File: src/rtl/ternary_host_tx_pkg.sv
// rtl/ternary_host_tx_pkg.sv - shared types and constants for the ternary host transmitter
package ternary_host_tx_pkg;

  typedef enum logic [2:0] {
    ST_IDLE,
    ST_ARST,
    ST_LOAD,
    ST_STREAM,
    ST_DRAIN
  } state_t;

  // Two-bit ternary weight codes as packed into each weight row
  localparam logic [1:0] TCODE_ZERO = 2'b00;
  localparam logic [1:0] TCODE_POS  = 2'b01;
  localparam logic [1:0] TCODE_NEG  = 2'b11;

  localparam int         LOAD_WORDS  = 14;
  localparam int         ARST_CYCLES = 2;
  localparam logic [3:0] MIRROR_LAST = 4'd14;

  // Mirror of the accelerator's internal counter: skips every value whose low bits are 7
  function automatic logic [3:0] mirror_next(input logic [3:0] m);
    return (m[2:0] == 3'd6) ? m + 4'd2 : m + 4'd1;
  endfunction

endpackage

File: src/rtl/ternary_res_capture.sv
// rtl/ternary_res_capture.sv - result tag pipeline and result byte assembly
module ternary_res_capture
  import ternary_host_tx_pkg::*;
#(
  parameter int OUT_LEN = 7,
  parameter int OUT_LAT = 7
) (
  input  logic                 clk,
  input  logic                 rst_n,
  input  logic                 frame_start,
  input  logic [7:0]           acc_uo_out,
  output logic                 res_valid,
  output logic [8*OUT_LEN-1:0] res_data,
  output logic                 pending
);
  // tag_q[k] is high k+1 cycles after a valid frame's row 0; last stage marks the final byte
  localparam int TAG_LEN = OUT_LAT + OUT_LEN - 1;

  logic [TAG_LEN-1:0]   tag_q, tag_d;
  logic [7:0]           byte_q [OUT_LEN-1];
  logic [7:0]           byte_d [OUT_LEN-1];
  logic                 res_valid_q, res_valid_d;
  logic [8*OUT_LEN-1:0] res_data_q, res_data_d;

  // Shift tags, grab each byte in its slot, publish all bytes when the last one arrives
  always_comb begin
    tag_d       = {tag_q[TAG_LEN-2:0], frame_start};
    byte_d      = byte_q;
    res_valid_d = tag_q[TAG_LEN-1];
    res_data_d  = res_data_q;
    for (int j = 0; j < OUT_LEN - 1; j++) begin
      if (tag_q[OUT_LAT-1+j]) byte_d[j] = acc_uo_out;
    end
    if (tag_q[TAG_LEN-1]) begin
      for (int j = 0; j < OUT_LEN - 1; j++) res_data_d[8*j +: 8] = byte_q[j];
      res_data_d[8*(OUT_LEN-1) +: 8] = acc_uo_out;
    end
  end

  // Capture registers
  always_ff @(posedge clk) begin
    if (!rst_n) begin
      tag_q       <= '0;
      res_valid_q <= 1'b0;
      res_data_q  <= '0;
      for (int j = 0; j < OUT_LEN - 1; j++) byte_q[j] <= 8'h00;
    end else begin
      tag_q       <= tag_d;
      res_valid_q <= res_valid_d;
      res_data_q  <= res_data_d;
      byte_q      <= byte_d;
    end
  end

  assign res_valid = res_valid_q;
  assign res_data  = res_data_q;
  assign pending   = |tag_q;

endmodule

File: src/rtl/ternary_host_tx.sv
// rtl/ternary_host_tx.sv - host-side weight loader and activation streamer for a ternary accelerator
module ternary_host_tx
  import ternary_host_tx_pkg::*;
#(
  parameter int IN_LEN  = 14,
  parameter int OUT_LEN = 7,
  parameter int OUT_LAT = 7
) (
  input  logic                 clk,
  input  logic                 rst_n,
  input  logic                 w_we,
  input  logic [3:0]           w_addr,
  input  logic [2*OUT_LEN-1:0] w_data,
  input  logic                 start,
  input  logic                 stop,
  input  logic                 vec_valid,
  output logic                 vec_ready,
  input  logic [8*IN_LEN-1:0]  vec_data,
  output logic                 res_valid,
  output logic [8*OUT_LEN-1:0] res_data,
  output logic                 busy,
  output logic                 acc_rst_n,
  output logic [7:0]           acc_ui_in,
  output logic [7:0]           acc_uio_in,
  input  logic [7:0]           acc_uo_out
);
  localparam logic [3:0] ROW_MAX   = 4'(IN_LEN - 1);
  localparam logic [1:0] ARST_LAST = 2'(ARST_CYCLES - 1);

  state_t               state_q, state_d;
  logic [1:0]           arst_cnt_q, arst_cnt_d;
  logic [3:0]           mirror_q, mirror_d;
  logic                 buf_valid_q, buf_valid_d;
  logic [8*IN_LEN-1:0]  buf_data_q, buf_data_d;
  logic [8*IN_LEN-1:0]  frame_q, frame_d;
  logic                 frame_valid_q, frame_valid_d;
  logic                 stop_q, stop_d;
  logic [2*OUT_LEN-1:0] wbuf_q [IN_LEN];
  logic [2*OUT_LEN-1:0] wbuf_d [IN_LEN];

  logic       boundary, handshake, frame_start, pending;
  logic [3:0] load_row;
  logic [2:0] row;
  logic [15:0] bus;

  assign row       = mirror_q[2:0];
  assign load_row  = mirror_q[3] ? mirror_q - 4'd1 : mirror_q;
  assign boundary  = ((state_q == ST_LOAD) && (mirror_q == MIRROR_LAST)) ||
                     (((state_q == ST_STREAM) || (state_q == ST_DRAIN)) && (row == 3'd6));
  assign handshake = vec_valid && vec_ready;
  assign frame_start = (state_q == ST_STREAM) && (row == 3'd0) && frame_valid_q;

  // FSM state register
  always_ff @(posedge clk) begin
    if (!rst_n) state_q <= ST_IDLE;
    else        state_q <= state_d;
  end

  // FSM next state: stop only bites at a frame boundary once the skid buffer is empty
  always_comb begin
    state_d = state_q;
    case (state_q)
      ST_IDLE:   if (start) state_d = ST_ARST;
      ST_ARST:   if (arst_cnt_q == ARST_LAST) state_d = ST_LOAD;
      ST_LOAD:   if (boundary) state_d = (stop_q && !buf_valid_q) ? ST_DRAIN : ST_STREAM;
      ST_STREAM: if (boundary && stop_q && !buf_valid_q) state_d = ST_DRAIN;
      ST_DRAIN:  if (!pending) state_d = ST_IDLE;
      default:   state_d = ST_IDLE;
    endcase
  end

  // FSM outputs: accelerator reset, bus word and handshake readiness
  always_comb begin
    acc_rst_n = 1'b0;
    vec_ready = 1'b0;
    bus       = 16'h0000;
    busy      = (state_q != ST_IDLE);
    case (state_q)
      ST_LOAD: begin
        acc_rst_n = 1'b1;
        bus       = {2'b00, wbuf_q[load_row]};
        vec_ready = !buf_valid_q && !stop_q;
      end
      ST_STREAM: begin
        acc_rst_n = 1'b1;
        bus       = {frame_q[{row, 4'b0000} +: 8], frame_q[{row, 4'b1000} +: 8]};
        vec_ready = !buf_valid_q && !stop_q;
      end
      ST_DRAIN: begin
        acc_rst_n = 1'b1;
        bus       = {frame_q[{row, 4'b0000} +: 8], frame_q[{row, 4'b1000} +: 8]};
      end
      default: ;
    endcase
  end

  assign acc_ui_in  = bus[15:8];
  assign acc_uio_in = bus[7:0];

  // Datapath next values: weight writes, mirror counter, skid buffer, frame register, stop latch
  always_comb begin
    arst_cnt_d    = 2'd0;
    mirror_d      = 4'd0;
    buf_valid_d   = buf_valid_q;
    buf_data_d    = buf_data_q;
    frame_d       = frame_q;
    frame_valid_d = frame_valid_q;
    stop_d        = stop_q;
    wbuf_d        = wbuf_q;
    case (state_q)
      ST_IDLE: begin
        buf_valid_d   = 1'b0;
        frame_d       = '0;
        frame_valid_d = 1'b0;
        stop_d        = 1'b0;
        if (w_we && (w_addr <= ROW_MAX)) wbuf_d[w_addr] = w_data;
      end
      ST_ARST: arst_cnt_d = arst_cnt_q + 2'd1;
      default: mirror_d = mirror_next(mirror_q);
    endcase
    if (stop && ((state_q == ST_ARST) || (state_q == ST_LOAD) || (state_q == ST_STREAM)))
      stop_d = 1'b1;
    if (boundary) begin
      frame_d       = buf_valid_q ? buf_data_q : '0;
      frame_valid_d = buf_valid_q;
      buf_valid_d   = 1'b0;
    end
    if (handshake) begin
      buf_valid_d = 1'b1;
      buf_data_d  = vec_data;
    end
  end

  // Datapath registers
  always_ff @(posedge clk) begin
    if (!rst_n) begin
      arst_cnt_q    <= 2'd0;
      mirror_q      <= 4'd0;
      buf_valid_q   <= 1'b0;
      buf_data_q    <= '0;
      frame_q       <= '0;
      frame_valid_q <= 1'b0;
      stop_q        <= 1'b0;
      for (int i = 0; i < IN_LEN; i++) wbuf_q[i] <= '0;
    end else begin
      arst_cnt_q    <= arst_cnt_d;
      mirror_q      <= mirror_d;
      buf_valid_q   <= buf_valid_d;
      buf_data_q    <= buf_data_d;
      frame_q       <= frame_d;
      frame_valid_q <= frame_valid_d;
      stop_q        <= stop_d;
      wbuf_q        <= wbuf_d;
    end
  end

  ternary_res_capture #(
    .OUT_LEN (OUT_LEN),
    .OUT_LAT (OUT_LAT)
  ) u_capture (
    .clk         (clk),
    .rst_n       (rst_n),
    .frame_start (frame_start),
    .acc_uo_out  (acc_uo_out),
    .res_valid   (res_valid),
    .res_data    (res_data),
    .pending     (pending)
  );

endmodule

File: config.mk
export PLATFORM = sky130hd
export DESIGN_NAME = ternary_host_tx
export DESIGN_NICKNAME = d
export VERILOG_FILES = /design/src/rtl/ternary_host_tx_pkg.sv /design/src/rtl/ternary_res_capture.sv /design/src/rtl/ternary_host_tx.sv
export SDC_FILE = /design/constraint.sdc
export NUM_CORES = 1
export LEC_CHECK = 0
export ABC_AREA = 0
export CAP_MARGIN = 20
export CORE_ASPECT_RATIO = 1.4
export CORE_MARGIN = 5
export CORE_UTILIZATION = 59
export CTS_BUF_LIST = sky130_fd_sc_hd__clkbuf_4
export CTS_CLUSTER_SIZE = 24
export DETAILED_ROUTE_END_ITERATION = 10
export PLACE_DENSITY_LB_ADDON = 0.12
export SETUP_SLACK_MARGIN = 0.3
export SKIP_CTS_REPAIR_TIMING = 1
export SLEW_MARGIN = 30
export SYNTH_ARGS = -nofsm -noshare
export SYNTH_HDL_FRONTEND = slang
export SYNTH_SLANG_ARGS = --single-unit
File: constraint.sdc
create_clock -name clk -period 4.6 [get_ports clk]
set_clock_uncertainty 0.05 [all_clocks]
set_input_delay 0.92 -clock clk [delete_from_list [all_inputs] [get_ports clk]]
set_output_delay 0.92 -clock clk [all_outputs]
set_load 0.02 [all_outputs]
-- Word level (Yosys, flattened, before mapping)
Index checks and enable logic that the tools add are counted.
- bits in registers: 550
- bits of input ports: 144
- output and inout port bits: 76
- word-level logic and storage cells: 114
- muxes and demuxes: 26
- reduce and logical (&&, ||, !) cells: 32
- equal/unequal tests: 12
- bitwise gates (word level): 3
- magnitude comparators: 4
- shift operators: 2
- add/sub/neg operators: 4
- operator list (kind ; count):
    $mux W112 ; 3
    $shiftx A112 B8 Y8 ; 2
    $bwmux W196 ; 1
    $bmux W14 S4 ; 1
    $demux W14 S4 ; 1
    $mux W14 ; 3
    $pmux W16 S2 ; 1
    $mux W3 ; 6
    $pmux W3 S5 ; 1
    $reduce_or A13 Y1 ; 1
    $logic_and A1 B1 Y1 ; 12
    $ge A5 B5 Y1 const B ; 2
    $not A4 Y5 ; 2
    $mux W4 ; 2
    $ne A2 B2 Y1 const B ; 4
    $mux W1 ; 7
    $eq A3 B2 Y1 const B ; 2
    $eq A3 B3 Y1 const B ; 2
    $logic_not A3 Y1 ; 2
    $reduce_bool A3 Y1 ; 2
    $reduce_or A3 Y1 ; 2
    $lt A5 B1 Y1 const B ; 1
    $reduce_and A5 Y1 ; 1
    $add A4 B1 Y4 const B ; 1
    14 further kinds ; 21

-- Longest topological paths before layout
- depth in word-level cells: 8
- gate-level depth with buffers: 14
- depth with buffers taken out: 7

-- Cells and area by module
A second synthesis with hierarchy kept.
- cell total of the unflattened synthesis: 2534
- area total of the unflattened synthesis: 24130.6 um2
- modules (own cells, without submodules) (module ; area an instance (um2) ; sequential area each (um2) ; cells each ; times used):
    ternary_host_tx ; 19815.3 ; 8648.3 ; 2163 ; 1
    ternary_res_capture ; 4315.4 ; 2362.3 ; 371 ; 1

-- Worst setup path before layout
Ideal clock, no wire load.
- path type: register to output
- start point: register mirror_q[1]
- end point: output acc_ui_in[5]
- cell stages (with the launch flop): 14
- buffers on the path: 6
- arrival: 3.804 ns
- required time: 3.630 ns
- slack: -0.174 ns
- cell sequence: dfxtp_1 -> buf_2 -> clkbuf_1 -> buf_2 -> clkbuf_1 -> inv_1 -> ha_1 -> buf_2 -> nand2b_1 -> clkbuf_1 -> o21ai_0 -> a2111oi_0 -> a21oi_1 -> o41ai_1
- cells in the longest elaborated chain, start to end: 7
- elaborated cells on any way between the ends: 8
- those cells by class: add/sub (1); shift (1); mux (5); bitwise (1)
- RTL lines (element ; line ; source):
    start, declared ; ternary_host_tx.sv:32 ; logic [3:0] mirror_q, mirror_d;
    start signal, assigned ; ternary_host_tx.sv:147 ; mirror_q <= mirror_d;
    $sub A4 B1 Y4 ; ternary_host_tx.sv:47 ; assign load_row = mirror_q[3] ? mirror_q - 4'd1 : mirror_q;
    $mux W4 ; ternary_host_tx.sv:47 ;
    $not A4 Y5 (not written as such) ; ternary_host_tx.sv:81 ; bus = {2'b00, wbuf_q[load_row]};
    $bmux W14 S4 ; ternary_host_tx.sv:81 ;
    $mux W14 (not written as such) (2 in a row) ; ternary_host_tx.sv:81 ;
    $pmux W16 S2 (*) ; ternary_host_tx.sv:78 ; case (state_q)
    end, declared ; ternary_host_tx.sv:23 ; output logic [7:0] acc_ui_in,
Mark *: on every way between the ends. The rest lies on a longest branch, timed or not. The select of a mux whose other input is x is not followed.

-- Worst setup path in the final report
- start point: register mirror_q[0]
- end point: output acc_uio_in[5]
- cells in the longest elaborated chain, start to end: 7
- elaborated cells on any way between the ends: 8
- those cells by class: add/sub (1); shift (1); mux (5); bitwise (1)
- RTL lines (element ; line ; source):
    $sub A4 B1 Y4 ; ternary_host_tx.sv:47 ;
    $mux W4 ; ternary_host_tx.sv:47 ;
    $not A4 Y5 (not written as such) ; ternary_host_tx.sv:81 ;
    $bmux W14 S4 ; ternary_host_tx.sv:81 ;
    $mux W14 (not written as such) (2 in a row) ; ternary_host_tx.sv:81 ;
    $pmux W16 S2 (*) ; ternary_host_tx.sv:78 ;
    end, declared ; ternary_host_tx.sv:24 ; output logic [7:0] acc_uio_in,
Marked as above.

==> key figures <==
Worst setup path
  – Startpoint-to-endpoint class of the critical path: reg2out
  – Largest fanout on the critical path: 8
  – Endpoint type of the worst setup path: output port
  – Kind of launch point of the worst setup path: register
  – Crit path arrival time: 3.25 ns
  – Worst EP required: 3.63 ns

Timing
  – # setup viols final: 0
  – Unrepaired setup endpoints after global routing: yes
  – Worst-Margin Slew: 0.937 ns
  – Final worst path period share: 0.917
  – Fmax achieved: between 0.2 and 0.25 GHz
  – Post-Route Setup TNS: 0 ns
  – Max Slew Vio Count: 0
  – Crit path time final: between 4 and 5 ns
  – Slew Limit Headroom: 0.374
  – Number of hold-slack violations in the final timing report: 0

Pwr
  – Sw Pwr: roughly 0.0023 W
  – Proportion of power drawn by combinational gates: 0.054
  – Worst vdd rail ir drop: 207 uV
  – Leak pwr: slightly below 10 nW
  – Proportion of total power due to net switching: 0.244
  – Part of the total power dissipated in sequential elements: 0.515
  – Internal power: between 0.007 and 0.008 W
  – Clock network power share: 0.431
  – Power density of the placed cells: 338 nW/um2
  – Total power: just over 0.009 W

Placed design
  – Total half-perimeter wirelength after legalization and detailed placement: slightly below 50000 um
  – Port bufs: approximately 220
  – GP Congestion: 1.02

Floorplanning
  – Height of the chip: about 240 um
  – Number of placement rows: between 80 and 90
  – Number of ports placed on the die boundary: 220
  – Initial core utilization: 0.594
  – Std-Cell Core Area: around 38000 um2
  – Horizontal die dimension: roughly 180 um
  – Die Area: approximately 43000 um2

Synth
  – Share of synthesized area occupied by flip-flops and latches: 0.483
  – Post-synth EDFFs: 0
  – Cell count after synthesis: between 2000 and 2500
  – Synth Warn #: 0
  – Netlist area before placement: roughly 23000 um2
  – Flops & latches, synth: 550
  – Syn avg cell area: between 9 and 10 um2
  – Most frequently used flop master after synthesis: dfxtp_1
  – Unique cell type count in the Yosys netlist: ~60
  – Proportion of register bits with asynchronous set or reset after synthesis: 0
  – Synthesized Nets: 2647

Route
  – Number of violations reported at the end of detailed-routing iteration 0: between 1000 and 1500
  – First-pass DRT Iterations: 6
  – Residual DRC count: 0
  – Via density per instance: roughly 6
  – Vias: between 20000 and 25000
  – Remaining antenna violation count after routing: 0
  – Average wire per standard cell: 21.5 um
  – Routed Wire Length: 71800 um

GRT
  – Tot GR Track Use: 0.323
  – Overflow left after global routing: 0
  – Initial antenna violation count: 3
  – Via count of the first global-routing pass: 19600
  – Maximum number of pins on one net before global-route repair: around 110
  – First-pass GRT wire length: 109000 um

Final layout
  – Fraction of layout cells with a size suffix above 1: 0.145
  – Filler cell count: around 3000
  – Number of nets in the finished design: ~2900
  – Area delta synth->final: 21.3%
  – Combined area of the multi-input logic cells: between 10000 and 15000 um2
  – Final core utilization: 0.720
  – Reg area: 11000 um2

Outcome
  – Status: complete, no violations

Clock tree
  – Maximum root-to-sink buffer count: 3
  – Htree depth: 4
  – Clock-pin slew on the worst setup and hold paths: about 0.07 ns
  – Worst-skew pair later-pin latency: 0.86 ns
  – CTS Buf Count: between 100 and 150
  – Root Buffer: clkbuf_4
  – Clk sink count: 550
  – CTS tree: yes

Worst hold path
  – Worst min-delay path class: reg2reg

Job
  – Max-cap violations: 0
## path summary, 6_finish.rpt
kind	start	cells past startpoint	slack, ns	endpoint
setup / recovery	mirror_q[0]	10	0.38	acc_uio_in[5]
hold / removal	arst_cnt_q[0]	1	0.39	arst_cnt_q[0]
setup reg to reg	mirror_q[1]	7	1.50	frame_q[107]
hold reg to reg	arst_cnt_q[0]	1	0.39	arst_cnt_q[0]
## synth_stat cells (4+ instances only)
master | instances | share of area
and2_1 | 16 | 0.0044
buf_1 | 7 | 0.0012
o22ai_1 | 12 | 0.0033
buf_2 | 64 | 0.014
mux2i_1 | 310 | 0.14
a22oi_1 | 4 | 0.0013
nor3_1 | 19 | 0.0042
a21oi_1 | 247 | 0.054
nand3b_1 | 4 | 0.0013
inv_1 | 11 | 0.0018
o21ai_0 | 34 | 0.0075
nor4_1 | 4 | 0.0011
a22o_1 | 112 | 0.043
a211oi_1 | 51 | 0.017
nor2_1 | 266 | 0.044
o221ai_1 | 15 | 0.0058
o41ai_1 | 15 | 0.0058
mux4_2 | 19 | 0.019
clkbuf_1 | 149 | 0.025
nand2b_1 | 5 | 0.0014
a221o_1 | 13 | 0.0057
nand3_1 | 85 | 0.019
buf_6 | 5 | 0.0025
o31ai_1 | 13 | 0.0043
o211ai_1 | 13 | 0.0043
nand2_1 | 364 | 0.060
dfxtp_1 | 550 | 0.48
ha_1 | 8 | 0.0044
nor2b_1 | 34 | 0.0093
## logic make-up after synthesis
family | after synthesis | share of synthesized area
fa+ha+maj | 8 | 0.00439
simple gates | 819 | 0.153
flops | 550 | 0.483
mux | 330 | 0.155
compound gates | 545 | 0.158
buf+inv | 237 | 0.0444
xor+xnor | 6 | 0.00231
## metal layers
metal | vias up | track usage | part of all wire
li1 | 9291 | - | -
met1 | 9574 | 0.364 | 0.37
met2 | 903 | 0.567 | 0.51
met3 | 261 | 0.0607 | 0.063
met4 | 0 | 0.185 | 0.057
met5 | - | 0 | 0
## power groups by stage
stage	Clock [W]	Sequential (W)	Combinational, W
floorplan	0	0.00492	0.000236
global placement	0	0.00493	0.000483
detailed placement	0	0.00493	0.000488
CTS	0.00412	0.00482	0.000491
global route	0.00439	0.00482	0.000536
finish	0.00403	0.00482	0.000505
## through the flow
step,instance area [um2],std cells,setup slack (ns),hold WS [ns]
final,27700,3339,0.383,0.390
after global routing,27700,3339,0.226,0.407
after CTS,27100,3316,-0.571,0.385
after detailed placement,25400,3078,0.338,0.375
after global placement,25400,3078,0.420,0.365
after floorplan,22900,2495,0.264,0.355
## sequential cells by signal (all words and copies together) (netlist names), 3 cells and up
| signal | cells |
|---|---|
| wbuf_q | 196 |
| buf_data_q | 112 |
| frame_q | 112 |
| u_capture.res_data | 56 |
| u_capture.byte_q | 48 |
| u_capture.tag_q | 13 |
| mirror_q | 4 |
| state_q | 3 |
## cells in the final DEF, fill, tap and decap left out, types with 32 or more instances in the layout
master and count:
nor2b_1 32, a22o_1 112, buf_4 71, clkbuf_4 194, o21ai_0 34, dfxtp_1 545
a211oi_1 48, nor2_1 263, mux2i_1 310, a21oi_1 245, clkdlybuf4s50_1 205, nand3_1 85
nand2_1 359
## cell type report
type | instances | share of cell area
diodes | 3 | 0.000271
well taps | 522 | 0.0236
multi-input cells | 1708 | 0.405
inverters | 11 | 0.00190
clock buffers | 194 | 0.0527
clock inverters | 44 | 0.00941
repair buffers | 307 | 0.109
flip-flops and latches | 550 | 0.398
## critical path, cell delays in order, from the launching register on
cell	delay, ns
dfxtp_2	0.38
clkinvlp_4	0.18
ha_4	0.25
xor2_4	0.19
buf_6	0.16
nor3_4	0.05
clkdlybuf4s15_2	0.28
a221o_1	0.38
nor3_2	0.24
o31ai_2	0.09
dlymetal6s2s_1	0.24
Power figures use the tool's default switching activity.
